File: config.mk
export PLATFORM = sky130hd
export DESIGN_NAME = marian_jtag_dmi_tap
export DESIGN_NICKNAME = d
export VERILOG_FILES = /design/src/rtl/marian_jtag_dmi_tap.sv
export SDC_FILE = /design/constraint.sdc
export NUM_CORES = 1
export LEC_CHECK = 0
export BUFFER_PORTS_ARGS = -buffer_cell sky130_fd_sc_hd__clkbuf_2
export CORE_ASPECT_RATIO = 1.5
export CORE_MARGIN = 2
export CORE_UTILIZATION = 35
export CTS_CLUSTER_SIZE = 10
export DETAILED_ROUTE_END_ITERATION = 8
export SLEW_MARGIN = 15
export SYNTH_ARGS = -nofsm -noshare
export SYNTH_HDL_FRONTEND = slang
export SYNTH_SLANG_ARGS = --single-unit
File: constraint.sdc
create_clock -name clk_i -period 2.1 [get_ports clk_i]
set_input_delay 0.42 -clock clk_i [delete_from_list [all_inputs] [get_ports clk_i]]
set_output_delay 0.42 -clock clk_i [all_outputs]
set_load 0.01 [all_outputs]
File: src/rtl/marian_jtag_dmi_tap.sv
// JTAG TAP with a RISC-V style DTM (IDCODE, DTMCS, DMI, BYPASS) that runs entirely in the clk_i domain.
// TCK is oversampled as data, and DMI accesses are forwarded to a valid/ready request/response interface.
module marian_jtag_dmi_tap #(
    parameter logic [31:0] IDCODE = 32'h1000_0DB3,
    parameter int unsigned ABITS  = 7
) (
    input  logic             clk_i,
    input  logic             rst_ni,
    input  logic             jtag_tck_i,
    input  logic             jtag_tms_i,
    input  logic             jtag_trst_ni,
    input  logic             jtag_tdi_i,
    output logic             jtag_tdo_o,
    output logic             dmi_req_valid_o,
    input  logic             dmi_req_ready_i,
    output logic [ABITS-1:0] dmi_req_addr_o,
    output logic [1:0]       dmi_req_op_o,
    output logic [31:0]      dmi_req_data_o,
    input  logic             dmi_resp_valid_i,
    output logic             dmi_resp_ready_o,
    input  logic [31:0]      dmi_resp_data_i,
    input  logic [1:0]       dmi_resp_resp_i
);

    localparam int unsigned DMI_W = ABITS + 34;

    localparam logic [4:0] IR_IDCODE = 5'h01;
    localparam logic [4:0] IR_DTMCS  = 5'h10;
    localparam logic [4:0] IR_DMI    = 5'h11;

    typedef enum logic [3:0] {
        TLR, RTI,
        SEL_DR, CAP_DR, SHIFT_DR, EXIT1_DR, PAUSE_DR, EXIT2_DR, UPD_DR,
        SEL_IR, CAP_IR, SHIFT_IR, EXIT1_IR, PAUSE_IR, EXIT2_IR, UPD_IR
    } tap_state_e;

    typedef enum logic [1:0] {DMI_IDLE, DMI_REQ, DMI_WAIT_RESP} dmi_state_e;

    typedef enum logic [1:0] {DR_BYPASS, DR_IDCODE, DR_DTMCS, DR_DMI} dr_sel_e;

    logic [1:0] tck_sync_q, tms_sync_q, tdi_sync_q, trst_sync_q;
    logic       tck_prev_q;
    logic       tck_s, tms_s, tdi_s, trst_s, tck_rise, tck_fall;

    // NOTE: every flop uses <= so all of them sample pre-edge values regardless of block order.
    always_ff @(posedge clk_i) begin
        if (!rst_ni) begin
            tck_sync_q  <= '0;
            tms_sync_q  <= '0;
            tdi_sync_q  <= '0;
            trst_sync_q <= '0;
            tck_prev_q  <= 1'b0;
        end else begin
            tck_sync_q  <= {tck_sync_q[0], jtag_tck_i};
            tms_sync_q  <= {tms_sync_q[0], jtag_tms_i};
            tdi_sync_q  <= {tdi_sync_q[0], jtag_tdi_i};
            trst_sync_q <= {trst_sync_q[0], jtag_trst_ni};
            tck_prev_q  <= tck_sync_q[1];
        end
    end

    assign tck_s    = tck_sync_q[1];
    assign tms_s    = tms_sync_q[1];
    assign tdi_s    = tdi_sync_q[1];
    assign trst_s   = trst_sync_q[1];
    assign tck_rise = tck_s & ~tck_prev_q;
    assign tck_fall = ~tck_s & tck_prev_q;

    tap_state_e tap_state_q, tap_state_d;

    always_ff @(posedge clk_i) begin
        if (!rst_ni || !trst_s) begin
            tap_state_q <= TLR;
        end else if (tck_rise) begin
            tap_state_q <= tap_state_d;
        end
    end

    always_comb begin
        tap_state_d = tap_state_q;
        unique case (tap_state_q)
            TLR:      tap_state_d = tms_s ? TLR      : RTI;
            RTI:      tap_state_d = tms_s ? SEL_DR   : RTI;
            SEL_DR:   tap_state_d = tms_s ? SEL_IR   : CAP_DR;
            CAP_DR:   tap_state_d = tms_s ? EXIT1_DR : SHIFT_DR;
            SHIFT_DR: tap_state_d = tms_s ? EXIT1_DR : SHIFT_DR;
            EXIT1_DR: tap_state_d = tms_s ? UPD_DR   : PAUSE_DR;
            PAUSE_DR: tap_state_d = tms_s ? EXIT2_DR : PAUSE_DR;
            EXIT2_DR: tap_state_d = tms_s ? UPD_DR   : SHIFT_DR;
            UPD_DR:   tap_state_d = tms_s ? SEL_DR   : RTI;
            SEL_IR:   tap_state_d = tms_s ? TLR      : CAP_IR;
            CAP_IR:   tap_state_d = tms_s ? EXIT1_IR : SHIFT_IR;
            SHIFT_IR: tap_state_d = tms_s ? EXIT1_IR : SHIFT_IR;
            EXIT1_IR: tap_state_d = tms_s ? UPD_IR   : PAUSE_IR;
            PAUSE_IR: tap_state_d = tms_s ? EXIT2_IR : PAUSE_IR;
            EXIT2_IR: tap_state_d = tms_s ? UPD_IR   : SHIFT_IR;
            UPD_IR:   tap_state_d = tms_s ? SEL_DR   : RTI;
        endcase
    end

    // Register actions belong to the state being left on a qualified TCK rise.
    logic tap_act, cap_dr, sh_dr, upd_dr, cap_ir, sh_ir, upd_ir;
    logic tap_in_reset, in_shift_dr, in_shift_ir;

    always_comb begin
        tap_act      = tck_rise & trst_s;
        cap_dr       = 1'b0;
        sh_dr        = 1'b0;
        upd_dr       = 1'b0;
        cap_ir       = 1'b0;
        sh_ir        = 1'b0;
        upd_ir       = 1'b0;
        in_shift_dr  = (tap_state_q == SHIFT_DR);
        in_shift_ir  = (tap_state_q == SHIFT_IR);
        tap_in_reset = (tap_state_q == TLR) || !trst_s;
        case (tap_state_q)
            CAP_DR:   cap_dr = tap_act;
            SHIFT_DR: sh_dr  = tap_act;
            UPD_DR:   upd_dr = tap_act;
            CAP_IR:   cap_ir = tap_act;
            SHIFT_IR: sh_ir  = tap_act;
            UPD_IR:   upd_ir = tap_act;
            default:  ;
        endcase
    end

    logic [4:0]       ir_shift_q, ir_shift_d, ir_q, ir_d;
    logic [DMI_W-1:0] dr_shift_q, dr_shift_d;
    logic             tdo_q, tdo_d;
    logic [ABITS-1:0] addr_q, addr_d;
    logic [31:0]      req_data_q, req_data_d, resp_data_q, resp_data_d;
    logic [1:0]       req_op_q, req_op_d, resp_q, resp_d, dmistat_q, dmistat_d;
    dmi_state_e       dmi_state_q, dmi_state_d;
    dr_sel_e          dr_sel;

    always_comb begin
        case (ir_q)
            IR_IDCODE: dr_sel = DR_IDCODE;
            IR_DTMCS:  dr_sel = DR_DTMCS;
            IR_DMI:    dr_sel = DR_DMI;
            default:   dr_sel = DR_BYPASS;
        endcase
    end

    logic [31:0]      dtmcs_cap;
    logic [1:0]       dmi_cap_op;
    logic [1:0]       upd_op;
    logic             dmi_update, dtmcs_update;
    logic             dmi_start, dmi_busy_hit, dmi_hardreset, dmistat_clear;
    logic             req_hs, resp_hs, resp_accept;

    assign dtmcs_cap  = {14'b0, 2'b0, 1'b0, 3'd1, dmistat_q, 6'(ABITS), 4'd1};
    assign dmi_cap_op = (dmistat_q != 2'd0)        ? dmistat_q :
                        (dmi_state_q != DMI_IDLE)  ? 2'd3      : resp_q;

    assign upd_op        = dr_shift_q[1:0];
    assign dmi_update    = upd_dr && (dr_sel == DR_DMI);
    assign dtmcs_update  = upd_dr && (dr_sel == DR_DTMCS);
    assign dmi_start     = dmi_update && (dmi_state_q == DMI_IDLE) && (dmistat_q == 2'd0) &&
                           ((upd_op == 2'd1) || (upd_op == 2'd2));
    assign dmi_busy_hit  = dmi_update && (dmi_state_q != DMI_IDLE);
    assign dmi_hardreset = dtmcs_update && dr_shift_q[17];
    assign dmistat_clear = dtmcs_update && (dr_shift_q[16] || dr_shift_q[17]);
    assign req_hs        = (dmi_state_q == DMI_REQ) && dmi_req_ready_i;
    assign resp_hs       = (dmi_state_q == DMI_WAIT_RESP) && dmi_resp_valid_i;
    assign resp_accept   = resp_hs && !dmi_hardreset;

    always_ff @(posedge clk_i) begin
        if (!rst_ni) begin
            dmi_state_q <= DMI_IDLE;
        end else begin
            dmi_state_q <= dmi_state_d;
        end
    end

    always_comb begin
        dmi_state_d = dmi_state_q;
        case (dmi_state_q)
            DMI_IDLE:      if (dmi_start) dmi_state_d = DMI_REQ;
            DMI_REQ:       if (req_hs)    dmi_state_d = DMI_WAIT_RESP;
            DMI_WAIT_RESP: if (resp_hs)   dmi_state_d = DMI_IDLE;
            default:                      dmi_state_d = DMI_IDLE;
        endcase
        if (dmi_hardreset) dmi_state_d = DMI_IDLE;
    end

    always_comb begin
        dmi_req_valid_o  = (dmi_state_q == DMI_REQ);
        dmi_resp_ready_o = (dmi_state_q == DMI_WAIT_RESP);
    end

    // NOTE: every _d starts from its _q so no path through this block can infer a latch.
    always_comb begin
        ir_shift_d  = ir_shift_q;
        ir_d        = ir_q;
        dr_shift_d  = dr_shift_q;
        tdo_d       = tdo_q;
        addr_d      = addr_q;
        req_data_d  = req_data_q;
        req_op_d    = req_op_q;
        resp_data_d = resp_data_q;
        resp_d      = resp_q;
        dmistat_d   = dmistat_q;

        if (cap_ir) begin
            ir_shift_d = 5'b00001;
        end else if (sh_ir) begin
            ir_shift_d = {tdi_s, ir_shift_q[4:1]};
        end
        if (upd_ir)       ir_d = ir_shift_q;
        if (tap_in_reset) ir_d = IR_IDCODE;

        if (cap_dr) begin
            case (dr_sel)
                DR_IDCODE: dr_shift_d = {{(DMI_W-32){1'b0}}, IDCODE};
                DR_DTMCS:  dr_shift_d = {{(DMI_W-32){1'b0}}, dtmcs_cap};
                DR_DMI:    dr_shift_d = {addr_q, resp_data_q, dmi_cap_op};
                default:   dr_shift_d = '0;
            endcase
        end else if (sh_dr) begin
            // The scan-in bit enters at the top of whichever register length is selected.
            dr_shift_d = '0;
            case (dr_sel)
                DR_IDCODE, DR_DTMCS: dr_shift_d[31:0] = {tdi_s, dr_shift_q[31:1]};
                DR_DMI:              dr_shift_d       = {tdi_s, dr_shift_q[DMI_W-1:1]};
                default:             dr_shift_d[0]    = tdi_s;
            endcase
        end

        if (tck_fall) begin
            tdo_d = in_shift_ir ? ir_shift_q[0] :
                    in_shift_dr ? dr_shift_q[0] : 1'b0;
        end

        if (dmi_start) begin
            addr_d     = dr_shift_q[DMI_W-1:34];
            req_data_d = dr_shift_q[33:2];
            req_op_d   = upd_op;
        end

        if (resp_accept) begin
            resp_data_d = dmi_resp_data_i;
            resp_d      = dmi_resp_resp_i;
            if ((dmi_resp_resp_i == 2'd2) && (dmistat_q != 2'd3)) dmistat_d = 2'd2;
        end
        if (dmi_busy_hit)  dmistat_d = 2'd3;
        if (dmistat_clear) dmistat_d = 2'd0;
    end

    // NOTE: reset is sampled synchronously; every register here has a defined reset value.
    always_ff @(posedge clk_i) begin
        if (!rst_ni) begin
            ir_shift_q  <= '0;
            ir_q        <= IR_IDCODE;
            dr_shift_q  <= '0;
            tdo_q       <= 1'b0;
            addr_q      <= '0;
            req_data_q  <= '0;
            req_op_q    <= '0;
            resp_data_q <= '0;
            resp_q      <= '0;
            dmistat_q   <= '0;
        end else begin
            ir_shift_q  <= ir_shift_d;
            ir_q        <= ir_d;
            dr_shift_q  <= dr_shift_d;
            tdo_q       <= tdo_d;
            addr_q      <= addr_d;
            req_data_q  <= req_data_d;
            req_op_q    <= req_op_d;
            resp_data_q <= resp_data_d;
            resp_q      <= resp_d;
            dmistat_q   <= dmistat_d;
        end
    end

    assign jtag_tdo_o     = tdo_q;
    assign dmi_req_addr_o = addr_q;
    assign dmi_req_data_o = req_data_q;
    assign dmi_req_op_o   = req_op_q;

endmodule

## Word-level counts from Yosys, hierarchy flattened

Index checks and enable logic that the tools add are counted.

- Register bits: 144
- Output and inout port bits: 44

- Muxes and demuxes: 39
- Equality and inequality tests: 30
- Reduce and logical (&&, ||, !) cells: 39
- Bitwise operators: 6

Operator list:

| cell | count |
|---|---|
| one-hot mux 41 bit (3 select lines) | 1 |
| two-way mux 41 bit | 2 |
| one-hot mux 31 bit (2 select lines) | 1 |
| one-hot mux 4 bit (12 select lines) | 1 |
| == test 4 bit (second input constant) | 8 |
| two-way mux 2 bit | 11 |
| == test 4 x 3 -> 1 bit (second input constant) | 4 |
| two-way mux 4 bit | 4 |
| two-way mux 1 bit | 14 |
| OR reduction 2 bit | 7 |
| logical AND 1 bit | 12 |
| one-hot mux 2 bit (3 select lines) | 2 |
| nonzero test 2 bit | 6 |
| == test 2 bit (second input constant) | 5 |
| == test 5 bit (second input constant) | 2 |
| two-way mux 9 bit | 1 |
| == test 4 x 2 -> 1 bit (second input constant) | 2 |
| == test 2 x 1 -> 1 bit (second input constant) | 3 |
| two-way mux 3 bit | 2 |
| OR reduction 3 bit | 2 |
| == test 5 x 1 -> 1 bit (second input constant) | 1 |
| == test 4 x 1 -> 1 bit (second input constant) | 1 |
| logical NOT 2 bit | 2 |
| logical NOT 4 bit | 1 |
| other kinds (8) | 19 |

## Longest topological paths before layout

- Word-level depth: 10
- Gate-level depth with buffers: 8
- Gate-level depth less buffers: 4

## Worst setup path after synthesis

OpenSTA, ideal clock, no wires.

- Kind: register to register
- Start point: reg tap_state_q[2]
- End point: reg dr_shift_q[0]
- Path buffers: 2
- Data arrival time: 1.655 ns
- Path slack: 0.315 ns
- Stages on the path, launching flop included: 7
- Setup time: 0.130 ns
- Cells stage by stage: dfxtp_1 buf_2 or3b_2 a21oi_1 buf_2 o31a_1 a31oi_1

- Longest elaborated chain between the ends: 3

RTL lines:

| what | line | source |
|---|---|---|
| from (decl) | 69 | `tap_state_e tap_state_q, tap_state_d;` |
| from (signal assigned) | 75 | `tap_state_q <= tap_state_d;` |
| == test 4 x 2 -> 1 bit / == test 4 x 3 -> 1 bit (equally long branches) | 116 | `case (tap_state_q)` |
| two-way mux 1 bit | 116 |  |
| two-way mux 41 bit / nonzero test 2 bit (equally long branches) | - |  |
| to (signal assigned) | 266 | `dr_shift_q <= dr_shift_d;` |
| to (decl) | 128 | `logic [DMI_W-1:0] dr_shift_q, dr_shift_d;` |

Several ways; a longest one is shown, not always the timed one.
A chain may end at the register's enable or synchronous reset.

## Final worst setup path

- Start point: reg tap_state_q[2]
- End point: reg dr_shift_q[33]

Same word-level chain as after synthesis.

==> flow_metrics.tcl <==
set metrics [dict create \
    outcome "complete, no violations" \
    hold_class "primary input to flop" \
    vias_per_cell 5.28 \
    tightestPinTransition_ns 0.637 \
    syn_to_final_growth_pct 23.7 \
    endpoint "dr_shift_q[33]" \
    ant_nets 0 \
    clk_latency_ns 0.42 \
    cts_max_level 4 \
    routabilityCongestion 0.809 \
    ir_worst_vdd_mv 0.437 \
    path_cells "or3b_2 -> a2111o_1 -> a21oi_1 -> o21a_1" \
    final_max_slew_viol_count 0 \
    syn_inst 730 \
    syn_nets 772 \
    fillerInstances 1745 \
    crit-reg2reg-launch "tap_state_q[2]" \
    cts.path.max_buffers 2 \
    crit_type "flop to flop" \
    cp.depth 4 \
    async_flop_share_pct 0 \
    instances_no_fill 1036 \
    grt_setup_unrepaired "no" \
    finalCriticalPeriod_ns 1.92 \
    crit_family "compound AO/OA/AOI/OAI gates" \
    fmaxAchievable_mhz 521 \
    vias 5471 \
    clkSinkCount 144 \
    first_global_vias 5336 \
    cp-start-kind "flop" \
    cts_buffers 17 \
    rows 60 \
    rrSetupSlack_ns 0.18 \
    io_pins 86 \
    synth-seq-cells 144 \
    setup_viol 0 \
    cp.required_ns 2.46 \
    yosysUniqueCellTypes 59 \
    initial_core_util_pct 35.6 \
    dr.pass1.iters 8 \
    mostFrequentLayoutCells "dfxtp_1, o21ai_0, clkbuf_2" \
    hold_buffers 0 \
    maxSlewHeadroom_pct 57.4 \
    cp_slowest_cell "a2111o_1" \
    antenna_cells 0 \
    netlist.area_leader.share_pct 45.6 \
    grt_max_degree 80 \
    setup_ws_ns 0.181 \
    cts_tree "yes" \
    synth_top_area_cell "dfxtp_1" \
    synth-edff-count 0 \
    synth_area_leaders "dfxtp_1, o21ai_0, mux2i_1" \
    ys.flop_type "dfxtp_1" \
    grt_pass1_wl_um 27200 \
    wl_per_cell_um 16.4 \
    dp_cells 1004 \
    dr.first_iter.drc_count 291 \
    place_ws_ns 0.136 \
    finalClockSkew_ns 0.0118 \
    cts.clk_slew.worst_paths_ns 0.06 \
    dieArea_um2 19200 \
    crit_path_start "tap_state_q[2]" \
    grt_antenna_before_repair 0 \
    syn_area_per_cell_um2 8.67 \
    drive_gt1_share_pct 20.1 \
    num-nets-final 848 \
    cp_slowest_stage_delay_ns 0.59 \
    finalSetupTns_ns 0 \
    die_w_um 114 \
    cp-end-kind "flop" \
    worst_r2r_endpoint "dr_shift_q[33]" \
    io_buffers 85 \
    place_hpwl_um 12000 \
    hold_viol 0 \
    grt_overflow 0 \
    pwr_density_cell_nw_per_um2 808 \
    max-cap-violations 0 \
    yosysWarningCount 0 \
    holdWs_ns 0.205 \
    critPathBufInv 0 \
    rr_worst_depth 4 \
    syn_area_um2 6330 \
    drc 0 \
    post-route-period-util_pct 91.4 \
    die_h_um 169 \
    critPathMaxFanout 9 \
    arrival_ns 2.28 \
    grtUsageTotal_pct 17.9 \
    leakagePower_nw 2.84 \
    final_common_cell "dfxtp_1" \
    totalWireLength_um 17000 \
    yosysSeqAreaShare_pct 45.6 \
    cts_root_buf "clkbuf_16" \
    core_area_um2 17800 \
]
stage by stage:
stage          power, mW  area [um2]  util [%]
3_3_place_gp        2.96        7160      40.2
3_5_place_dp        2.96        7160      40.2
4_1_cts             6.39        7830      44.0
5_1_grt             6.52        7830      44.0
6_report            6.33        7830      44.0
2_1_floorplan       2.89        6330         -
metal layers:
layer  vias to the layer above  part of all wire (%)  track usage [%]
li1                       2761                     -                -
met1                      2580                    40             19.9
met2                       105                    55             33.5
met3                        25                   2.9             3.19
met4                         0                   2.3             6.68
met5                         -                     0                0
sequential cells by signal (all words and copies together) (netlist names):
register	count
resp_data_q	32
tck_prev_q	1
tap_state_q	4
tck_sync_q	2
dmistat_q	2
resp_q	2
trst_sync_q	2
dr_shift_q	41
dmi_state_q	2
tms_sync_q	2
dmi_req_op_o	2
jtag_tdo_o	1
dmi_req_addr_o	7
ir_q	5
ir_shift_q	5
dmi_req_data_o	32
tdi_sync_q	2
cells in the mapped netlist (3+ instances only):
cell,instances
dfxtp_1,144
o21ai_0,94
nand2_1,83
nand3_1,53
a21oi_1,50
clkbuf_1,42
mux2i_1,40
a21boi_1,39
a22oi_1,24
nor2_1,17
nor2b_1,14
buf_2,13
o21a_1,12
inv_1,10
and2_1,9
a31oi_1,7
buf_6,7
a211oi_1,5
a32oi_1,4
and3_1,4
nand2b_1,4
nor3b_1,4
buf_4,3
nand4_1,3
nor3_1,3
xnor2_1,3
area by class of cell:
class,instances,area (um2),area share [%]
inverters,10,37.5,0.480
multi-input cells,510,3120,39.8
clock buffers,20,437,5.58
repair buffers,123,851,10.9
clock inverters,12,230,2.94
flip-flops and latches,144,2880,36.8
well taps,217,272,3.47
repair_timing:
item,4_1_cts,5_1_grt
endpoints found under the setup margin,0,60
gates resized for setup,0,1
buffers inserted,0,0
power by group:
part | total (mW) | internal (mW) | leakage (nW) | switching [mW]
Sequential | 2.75 | 2.74 | 1.16 | 0.00735
Clock | 3.43 | 2.24 | 0.316 | 1.19
Combinational | 0.150 | 0.0669 | 1.36 | 0.0827
cell families after synthesis:
kind of cell / Yosys count / share of synthesized area, %
AO/OA/AOI/OAI: 254 / 24.6
AND/OR/NAND/NOR: 213 / 17.3
flip-flops: 144 / 45.6
buffers and inverters: 76 / 5.78
multiplexers: 40 / 6.33
XOR/XNOR: 3 / 0.415
worst register-to-register path: stages, from the launching register on:
cell and delay, ns:
dfxtp_1 0.44, or3b_2 0.53, a2111o_1 0.59, a21oi_1 0.19
o21a_1 0.12
worst min path at each step:
stage / start / endpoint / slack, ns / depth (start not counted)
after floorplan: tck_sync_q[0] / tck_sync_q[1] / 0.41 / 1
after global placement: tms_sync_q[0] / tms_sync_q[1] / 0.42 / 1
after detailed placement: trst_sync_q[0] / trst_sync_q[1] / 0.42 / 1
after CTS: jtag_tck_i / tck_sync_q[0] / 0.20 / 2
after global routing: jtag_tck_i / tck_sync_q[0] / 0.21 / 2
final: jtag_tck_i / tck_sync_q[0] / 0.20 / 2
(Power assumes the default switching activity.)
